`src/rtl/cache_def.sv`:
```
// ============================================================================
// Module      : cache_def (package)
// Description : Shared cache/memory definitions: line geometry and the
//               request/result structures exchanged between the cache and
//               the line fill unit.
// Revision    : 1.0 - initial release
// ============================================================================
`default_nettype none

package cache_def;

    localparam int WORD_WIDTH = 32;
    localparam int LINE_WORDS = 4;
    localparam int LINE_WIDTH = WORD_WIDTH * LINE_WORDS;

    // Cache miss request: line-aligned internally, low address bits ignored.
    typedef struct packed {
        logic [31:0] addr;
        logic        valid;
    } mem_req_typeI;

    // Assembled line plus a one-cycle completion strobe.
    typedef struct packed {
        logic [LINE_WIDTH-1:0] data;
        logic                  ready;
    } mem_result_type;

endpackage

`default_nettype wire

```
`src/rtl/line_fill_unit.sv`:
```
// ============================================================================
// Module      : line_fill_unit
// Description : Fetches one 4-word cache line from main memory, one 32-bit
//               word per bus handshake, and presents the assembled line with
//               a single-cycle ready strobe. A word that is not acknowledged
//               within TIMEOUT cycles aborts the fill (fill_err pulse,
//               remaining words left at zero).
// Ports       : clk        - clock, rising edge
//               reset      - asynchronous active-high reset
//               mem_req    - miss request (addr, valid), sampled in IDLE only
//               mem_result - line data (held until next accept) and ready
//               bus_addr   - word address to memory
//               bus_rd     - word read request, high only while fetching
//               bus_rdata  - returned word, valid with bus_ack
//               bus_ack    - word-return strobe
//               fill_err   - one-cycle pulse with ready on an aborted fill
// Revision    : 1.0 - initial release
// ============================================================================
`default_nettype none

module line_fill_unit
    import cache_def::*;
#(
    parameter int TIMEOUT = 64
) (
    input  logic           clk,
    input  logic           reset,
    input  mem_req_typeI   mem_req,
    output mem_result_type mem_result,
    output logic [31:0]    bus_addr,
    output logic           bus_rd,
    input  logic [31:0]    bus_rdata,
    input  logic           bus_ack,
    output logic           fill_err
);

    localparam logic [1:0] c_st_idle = 2'd0;
    localparam logic [1:0] c_st_read = 2'd1;
    localparam logic [1:0] c_st_done = 2'd2;

    // Wide enough to hold TIMEOUT itself so the terminal compare never wraps.
    localparam int c_wait_w = $clog2(TIMEOUT + 1);
    localparam logic [c_wait_w-1:0] c_wait_last = c_wait_w'(TIMEOUT - 1);
    localparam logic [1:0]          c_last_word = 2'(LINE_WORDS - 1);

    logic [1:0]            r_state;
    logic [1:0]            w_state_nxt;
    logic                  w_timeout;
    logic [1:0]            r_count;
    logic [1:0]            w_count_inc;
    logic [c_wait_w-1:0]   r_wait;
    logic                  r_err;
    logic [LINE_WIDTH-1:0] r_line;
    logic [31:0]           r_base;
    logic [31:0]           r_bus_addr;

    // Line-offset bits of the request address are intentionally dropped.
    logic w_unused_addr_lsbs;
    assign w_unused_addr_lsbs = ^mem_req.addr[3:0];

    assign w_count_inc = r_count + 2'd1;

    // ------------------------------------------------------------------
    // State register
    // ------------------------------------------------------------------
    always_ff @(posedge clk or posedge reset) begin
        if (reset) begin
            r_state <= c_st_idle;
        end else begin
            r_state <= w_state_nxt;
        end
    end

    // ------------------------------------------------------------------
    // Next-state logic
    // ------------------------------------------------------------------
    always_comb begin
        w_state_nxt = r_state;
        w_timeout   = 1'b0;
        case (r_state)
            c_st_idle: begin
                if (mem_req.valid) begin
                    w_state_nxt = c_st_read;
                end
            end
            c_st_read: begin
                if (bus_ack) begin
                    if (r_count == c_last_word) begin
                        w_state_nxt = c_st_done;
                    end
                end else if (r_wait == c_wait_last) begin
                    // This idle edge is the TIMEOUT-th one for the word.
                    w_state_nxt = c_st_done;
                    w_timeout   = 1'b1;
                end
            end
            c_st_done: begin
                w_state_nxt = c_st_idle;
            end
            default: begin
                w_state_nxt = c_st_idle;
            end
        endcase
    end

    // ------------------------------------------------------------------
    // Datapath: base/address, word count, wait counter, line buffer
    // ------------------------------------------------------------------
    always_ff @(posedge clk or posedge reset) begin
        if (reset) begin
            r_count    <= 2'd0;
            r_wait     <= '0;
            r_err      <= 1'b0;
            r_line     <= '0;
            r_base     <= 32'd0;
            r_bus_addr <= 32'd0;
        end else begin
            case (r_state)
                c_st_idle: begin
                    r_err <= 1'b0;
                    if (mem_req.valid) begin
                        r_base     <= {mem_req.addr[31:4], 4'b0000};
                        r_bus_addr <= {mem_req.addr[31:4], 4'b0000};
                        r_count    <= 2'd0;
                        r_wait     <= '0;
                        r_line     <= '0;
                    end
                end
                c_st_read: begin
                    if (bus_ack) begin
                        for (int i = 0; i < LINE_WORDS; i++) begin
                            if (r_count == 2'(i)) begin
                                r_line[i*WORD_WIDTH +: WORD_WIDTH] <= bus_rdata;
                            end
                        end
                        r_count <= w_count_inc;
                        r_wait  <= '0;
                        // Keep the last word address visible after the final
                        // ack instead of stepping past the line.
                        if (r_count != c_last_word) begin
                            r_bus_addr <= r_base + {28'd0, w_count_inc, 2'b00};
                        end
                    end else begin
                        r_wait <= r_wait + c_wait_w'(1);
                        if (w_timeout) begin
                            r_err <= 1'b1;
                        end
                    end
                end
                c_st_done: begin
                    // DONE always returns to IDLE, so the flag clears here.
                    r_err <= 1'b0;
                end
                default: begin
                    r_err <= 1'b0;
                end
            endcase
        end
    end

    // ------------------------------------------------------------------
    // Outputs: all decoded from registers, so reset clears them at once.
    // ------------------------------------------------------------------
    always_comb begin
        mem_result.data  = r_line;
        mem_result.ready = (r_state == c_st_done);
        bus_rd           = (r_state == c_st_read);
        bus_addr         = r_bus_addr;
        fill_err         = (r_state == c_st_done) && r_err;
    end

endmodule

`default_nettype wire

```
`config.mk`:
```
export PLATFORM = sky130hd
export DESIGN_NAME = line_fill_unit
export DESIGN_NICKNAME = d
export VERILOG_FILES = /design/src/rtl/cache_def.sv /design/src/rtl/line_fill_unit.sv
export SDC_FILE = /design/constraint.sdc
export NUM_CORES = 1
export LEC_CHECK = 0
export ABC_AREA = 1
export CAP_MARGIN = 20
export CORE_AREA = 2 2 141 143
export DETAILED_ROUTE_END_ITERATION = 10
export DIE_AREA = 0 0 143 145
export PLACE_DENSITY_LB_ADDON = 0.1
export SETUP_SLACK_MARGIN = 0.05
export SLEW_MARGIN = 15
export SYNTH_ARGS = -nofsm -noshare
export SYNTH_HDL_FRONTEND = slang
export SYNTH_SLANG_ARGS = --single-unit
```
`constraint.sdc`:
```
create_clock -name clk -period 6.25 [get_ports clk]
set_clock_uncertainty 0.2 [all_clocks]
set_input_delay 1.25 -clock clk [delete_from_list [all_inputs] [get_ports clk]]
set_output_delay 1.25 -clock clk [all_outputs]
set_load 0.02 [all_outputs]
```
==> impl_metrics.tcl <==
set metrics [dict create \
    drc 0 \
    cts_buffer_depth 2 \
    routed_wl_mm 21.03 \
    crit_buf_inv 3 \
    syn2layout_area_growth_pct 36.05 \
    grt_pass1_vias 6117 \
    fin_crit_ns 3.715 \
    cts_hold_buffers 0 \
    wl_met3_mm 1.522 \
    cts_root_buffer "clkbuf_16" \
    setup_violations 0 \
    die-area_um2 20740 \
    p_sw_share_pct 38.02 \
    worstMarginPinSlew_ns 0.9370 \
    chipWidth_um 143 \
    drtIter0Drc 272 \
    worstSetupPathType "reg -> out" \
    syn_inst 861 \
    clock.fmax_ghz 0.2692 \
    seqPwrFrac_pct 37.0 \
    slowest_stage "clkdlybuf4s50_1" \
    avgSynthCellArea_um2 9.465 \
    clkTransAtPathRegs_ns 0.07 \
    p_per_area_nw_per_um2 466.2 \
    ys_warn_count 0 \
    dp.cells 1305 \
    crit_fanout 58 \
    critPathArrivalTime_ns 2.26 \
    ys_ff_latch 198 \
    drive_gt1_share_pct 7.549 \
    max_slew_margin_pct 37.38 \
    worstPathCellList "inv_2, nor2_4, buf_4, clkdlybuf4s50_1" \
    nFillCells 1743 \
    wl_per_cell_um 15.72 \
    synth_area_leaders "dfrtp_1, nand2_1, o21ai_1, o21ai_0, inv_1" \
    critical-path-top-delay-family "buffers and inverters" \
    die_h_um 145 \
    outcome "complete, no violations" \
    cts_tree "built" \
    ys_seq_area_share_pct 60.80 \
    vdd_drop_max_v 0.0002195 \
    hold_slack_ns 0.2714 \
    mostFrequentLayoutCells "nand2_1, clkdlybuf4s50_1, dfrtp_1" \
    cts_inserted_buffers 17 \
    postLayoutCoreUtil_pct 57.72 \
    final_hold_viol_count 0 \
    finalSetupTns_ns 0 \
    synth_top_area_share_pct 60.80 \
    layout.nets 1134 \
    drv_slew 0 \
    rsz0062_at_grt "no" \
    synth.distinct_cells 26 \
    start_util_pct 42.43 \
    hp-class "reg -> reg" \
    drv_cap 0 \
    ant_nets 0 \
    port_buffers 224 \
    vias 6364 \
    grt_pass1_wl_mm 33.58 \
    viasPerCell 4.756 \
    mappedNetlistArea_um2 8149 \
    grt_overflow 0 \
    route.met2.wl_mm 9.456 \
    required_ns 4.80 \
    antenna_found_initial 0 \
    top_layer_used "met4" \
    hpwl_mm 13.05 \
    gp_congestion 0.7659 \
    ctsResizeCount 0 \
    antenna_cells 0 \
    final_cells 1338 \
    cts_setup_buffers 0 \
    critPathMaxStageDelay_ns 0.71 \
    clock_latency_ns 0.43 \
    power.leakage_nw 5.138 \
    yosysTopAreaCell "dfrtp_1" \
    cts_sinks 198 \
    grt_max_degree 199 \
    coreArea_um2 19210 \
    pwr-share-comb_pct 40.2 \
    ctsHtreeMaxLevel 4 \
    io_pins 231 \
    p_clk_share_pct 22.8 \
    p_int_w 0.003204 \
    mostFrequentLayoutCell "nand2_1" \
    worstSetupEndpointType "output port" \
    finalCritPeriodShare_pct 59.43 \
    drt-pass1-iter-count 4 \
    critPathLaunchType "flop" \
    row_count 51 \
    track_usage_pct 20.69 \
    switchingPower_w 0.001965 \
    wl_met1_mm 9.624 \
]
flip-flops by register name, indices dropped and copies added, names as in the netlist:
register and flops:
bus_addr 30, r_count 2, r_err 1, r_state 2, r_wait 7, r_base 28
r_line 128
final timing paths:
check	startpoint	to	slack, ns	depth (start not counted)
worst max-delay path	r_state[0]	bus_rd	2.54	4
worst min-delay path	r_wait[6]	r_wait[6]	0.27	2
worst max register to register	r_state[0]	r_line[52]	3.97	6
worst min register to register	r_wait[6]	r_wait[6]	0.27	2
max in group asynchronous	reset	r_wait[1]	3.86	4
min in group asynchronous	reset	r_state[1]	1.09	3
area by class of cell:
type / instances / area, um2 / area share (%)
clock inverter: 13 / 192.7 / 1.738
clock buffer: 18 / 429.2 / 3.871
multi-input combinational: 534 / 2540 / 22.91
tap: 265 / 331.6 / 2.991
timing repair buffer: 228 / 2325 / 20.97
inverter: 82 / 314.1 / 2.833
sequential: 198 / 4955 / 44.69
worst reg2reg max path: stages (launching register included):
cell     delay, ns
dfrtp_1       0.47
inv_2         0.11
nand3_4       0.29
inv_4         0.11
nor2_4        0.73
nand2_1       0.15
o21ai_1       0.13
stage by stage:
step                      setup slack [ns]  total power (W)  area [um2]
after global placement               2.309         0.003995       10410
final                                2.535         0.005169       11090
after floorplan                      2.240         0.003187        8157
after global routing                 2.404         0.005502       11090
after CTS                            2.490         0.005218       11030
after detailed placement             2.295         0.004024       10410
power groups by stage:
stage / Clock (W) / Sequential (W) / Combinational [W]
after floorplan: 0 / 0.00228 / 0.000909
after global routing: 0.00126 / 0.00196 / 0.00228
after global placement: 0 / 0.00192 / 0.00207
final: 0.00118 / 0.00191 / 0.00208
after CTS: 0.00120 / 0.00191 / 0.00210
after detailed placement: 0 / 0.00193 / 0.00210
synth_stat cells, drive strengths merged:
cell type    n
a21oi        1
buf         45
clkbuf       3
conb         1
dfrtp      198
ha           5
inv         82
nand2      269
nand3       41
nand4        1
nor2        22
nor3         1
o21ai      191
o22ai        1
per-layer routing:
metal	vias to the layer above	global-route usage [%]
met5	-	0
met1	2999	28.48
met2	193	31.36
met4	0	7.030
met3	30	5.974
li1	3142	-
cells by family (layout without fill, tap and decap cells):
family / count (synthesis) / in the layout / share of synthesized area [%]
DFF: 198 / 198 / 60.80
and+or+nand+nor: 334 / 334 / 17.38
AOI/OAI and AO/OA: 193 / 193 / 12.93
buffers and inverters: 130 / 341 / 8.076
other: 1 / 2 / 0.04602
adders and majority gates: 5 / 5 / 0.7677
Power figures use the tool's default switching activity.
==> RTL edit, RTL diff (same flow settings) <==
Change the package constant `LINE_WORDS` from 4 to 2.
--- a/src/rtl/cache_def.sv
+++ b/src/rtl/cache_def.sv
@@ -10,7 +10,7 @@
 package cache_def;
 
     localparam int WORD_WIDTH = 32;
-    localparam int LINE_WORDS = 4;
+    localparam int LINE_WORDS = 2;
     localparam int LINE_WIDTH = WORD_WIDTH * LINE_WORDS;
 
     // Cache miss request: line-aligned internally, low address bits ignored.
Interface: changed (resized mem_result); port bits go from 231 to 167. No check against the original RTL was run, so the function may have changed too.
==> RTL edit against the original RTL <==
Die area stayed put. Count of clock-buffer cells in the layout rose by 1. Worst hold slack lost 3.7 ps. Sequential cell count shrank 64. Wire length shrank 20%. Sequential power shrank 27%. Register-to-register slack worse by 750 ps. Setup slack got worse by 48 ps. Cell area fell by 25%. Via count is 19% lower. Power fell by 14%. Area after synthesis is 28% lower. Largest cell class unchanged.
==> RTL edit: results (changes against the original RTL) <==
run_status:
  status: "complete, no violations"  # unchanged
cts:
  clk_pin_slew_ps: 60
  cts_post_setup_buffers_inserted: 0  # unchanged
power:
  leakage_nw: 3.99  # was 5.14 nW
  irDropWorstVdd_mv: 0.210  # was 0.219 mV
place:
  gp_routability_congestion: 0.739  # was 0.766
  portBuffers: 160  # was 224
global_route:
  grt_max_degree: 88  # was 199
  grt_use_total_pct: 16.5  # was 20.7%
  grt_pass1_wl_um: 27300  # was 33600 um
  antenna_found_initial: 0  # unchanged
critical_path:
  worstPathMaxFanout: 49  # was 58
  max_stage_delay_ps: 630  # was 710 ps
  cp.arrival_ps: 2310  # was 2260 ps
final_layout:
  fill_cells: 1883  # was 1743
  drive_gt1_share_pct: 6.04  # was 7.55%
  final_nets: 902  # was 1134
  largest_reg_flops: 64  # was 128
sta:
  worst_slew_pin_slew_ps: 870  # was 937 ps
routing:
  num_vias: 5167  # was 6364
  first_iter_violations: 245  # was 272
  wl_per_cell_um: 15.2  # was 15.7 um
logic_synthesis:
  synth-seq-area-share_pct: 57.4  # was 60.8%
  synth_commonest_cells: "nand2_1 (275), dfrtp_1 (134), nand4_1 (64)"  # was nand2_1 (267), dfrtp_1 (198), o21ai_1 (98)
  yosysWarnings: 0  # unchanged
  netlist_top_cells_area: "dfrtp_1 (57%), nand2_1 (18%), nand4_1 (6.9%)"  # was dfrtp_1 (61%), nand2_1 (12%), o21ai_1 (6.0%)
  synth_cell_types: 21  # was 26
## RTL edit: changes by cell type after synthesis, moves of 8 or more
| cell | before | now |
|---|---|---|
| clkbuf_1 | 2 | 21 |
| o21ai_1 | 98 | 1 |
| o21ai_2 | 23 | 0 |
| nand2_1 | 267 | 275 |
| inv_1 | 74 | 40 |
| buf_6 | 14 | 0 |
| dfrtp_1 | 198 | 134 |
| nand4_1 | 1 | 64 |
| nor2_4 | 9 | 0 |
## RTL edit: where the power goes
part	switching (mW)	internal (mW)	leakage, nW
sequential	0.182	1.22	1.73
clock	0.384	0.706	0.303
combinational	1.20	0.743	1.96
total	1.76	2.67	3.99
## RTL edit: cells by family (layout without fill, tap and decap cells)
family | after synthesis | after routing | share of synthesized area (%)
adder cells (fa/ha/maj) | 3 | 3 | 0.643
AO/OA/AOI/OAI | 66 | 66 | 5.78
other | 1 | 2 | 0.0642
AND/OR/NAND/NOR | 392 | 392 | 29.0
flip-flops | 134 | 134 | 57.4
buffers and inverters | 96 | 246 | 7.00
XOR/XNOR | 1 | 1 | 0.150
## RTL edit: cell type report
cell class | count | area share, %
clock inverter | 13 | 2.48
tap | 265 | 4.01
inverter | 45 | 2.10
sequential | 134 | 40.6
multi-input combinational | 464 | 25.2
clock buffer | 19 | 5.24
timing repair buffer | 169 | 20.4
## RTL edit: stage by stage
step / cells / setup slack (ps) / cell area [um^2]
floorplan: 694 / 1220 / 5850
global placement: 1076 / 2190 / 7600
detailed placement: 1077 / 2440 / 7630
CTS: 1109 / 2450 / 8270
global route: 1109 / 2330 / 8270
finish: 1109 / 2490 / 8270
## RTL edit: layer usage
metal / up-vias / share of wire [%] / global-route usage [%]
li1: 2528 / - / -
met1: 2501 / 47 / 21.8
met2: 127 / 47 / 26.8
met3: 11 / 5.2 / 4.39
met4: 0 / 1.2 / 4.55
met5: - / 0 / 0
## RTL edit: worst paths after layout
| path | from | slack, ps | depth (start not counted) | endpoint |
|---|---|---|---|---|
| worst min-delay path | r_line[59] | 270 | 2 | r_line[59] |
| max in group asynchronous | reset | 3510 | 3 | r_base[28] |
| worst max register to register | r_state[1] | 3220 | 9 | r_wait[3] |
| min in group asynchronous | reset | 1160 | 2 | r_line[54] |
| worst max-delay path | r_state[1] | 2490 | 4 | bus_rd |
| worst min register to register | r_line[59] | 270 | 2 | r_line[59] |
## RTL edit: worst max-delay path: cells and delay by family (launching register included)
kind	cells	cell delay [ps]
buf+inv	3	1010
simple gates	1	500
flops	1	370
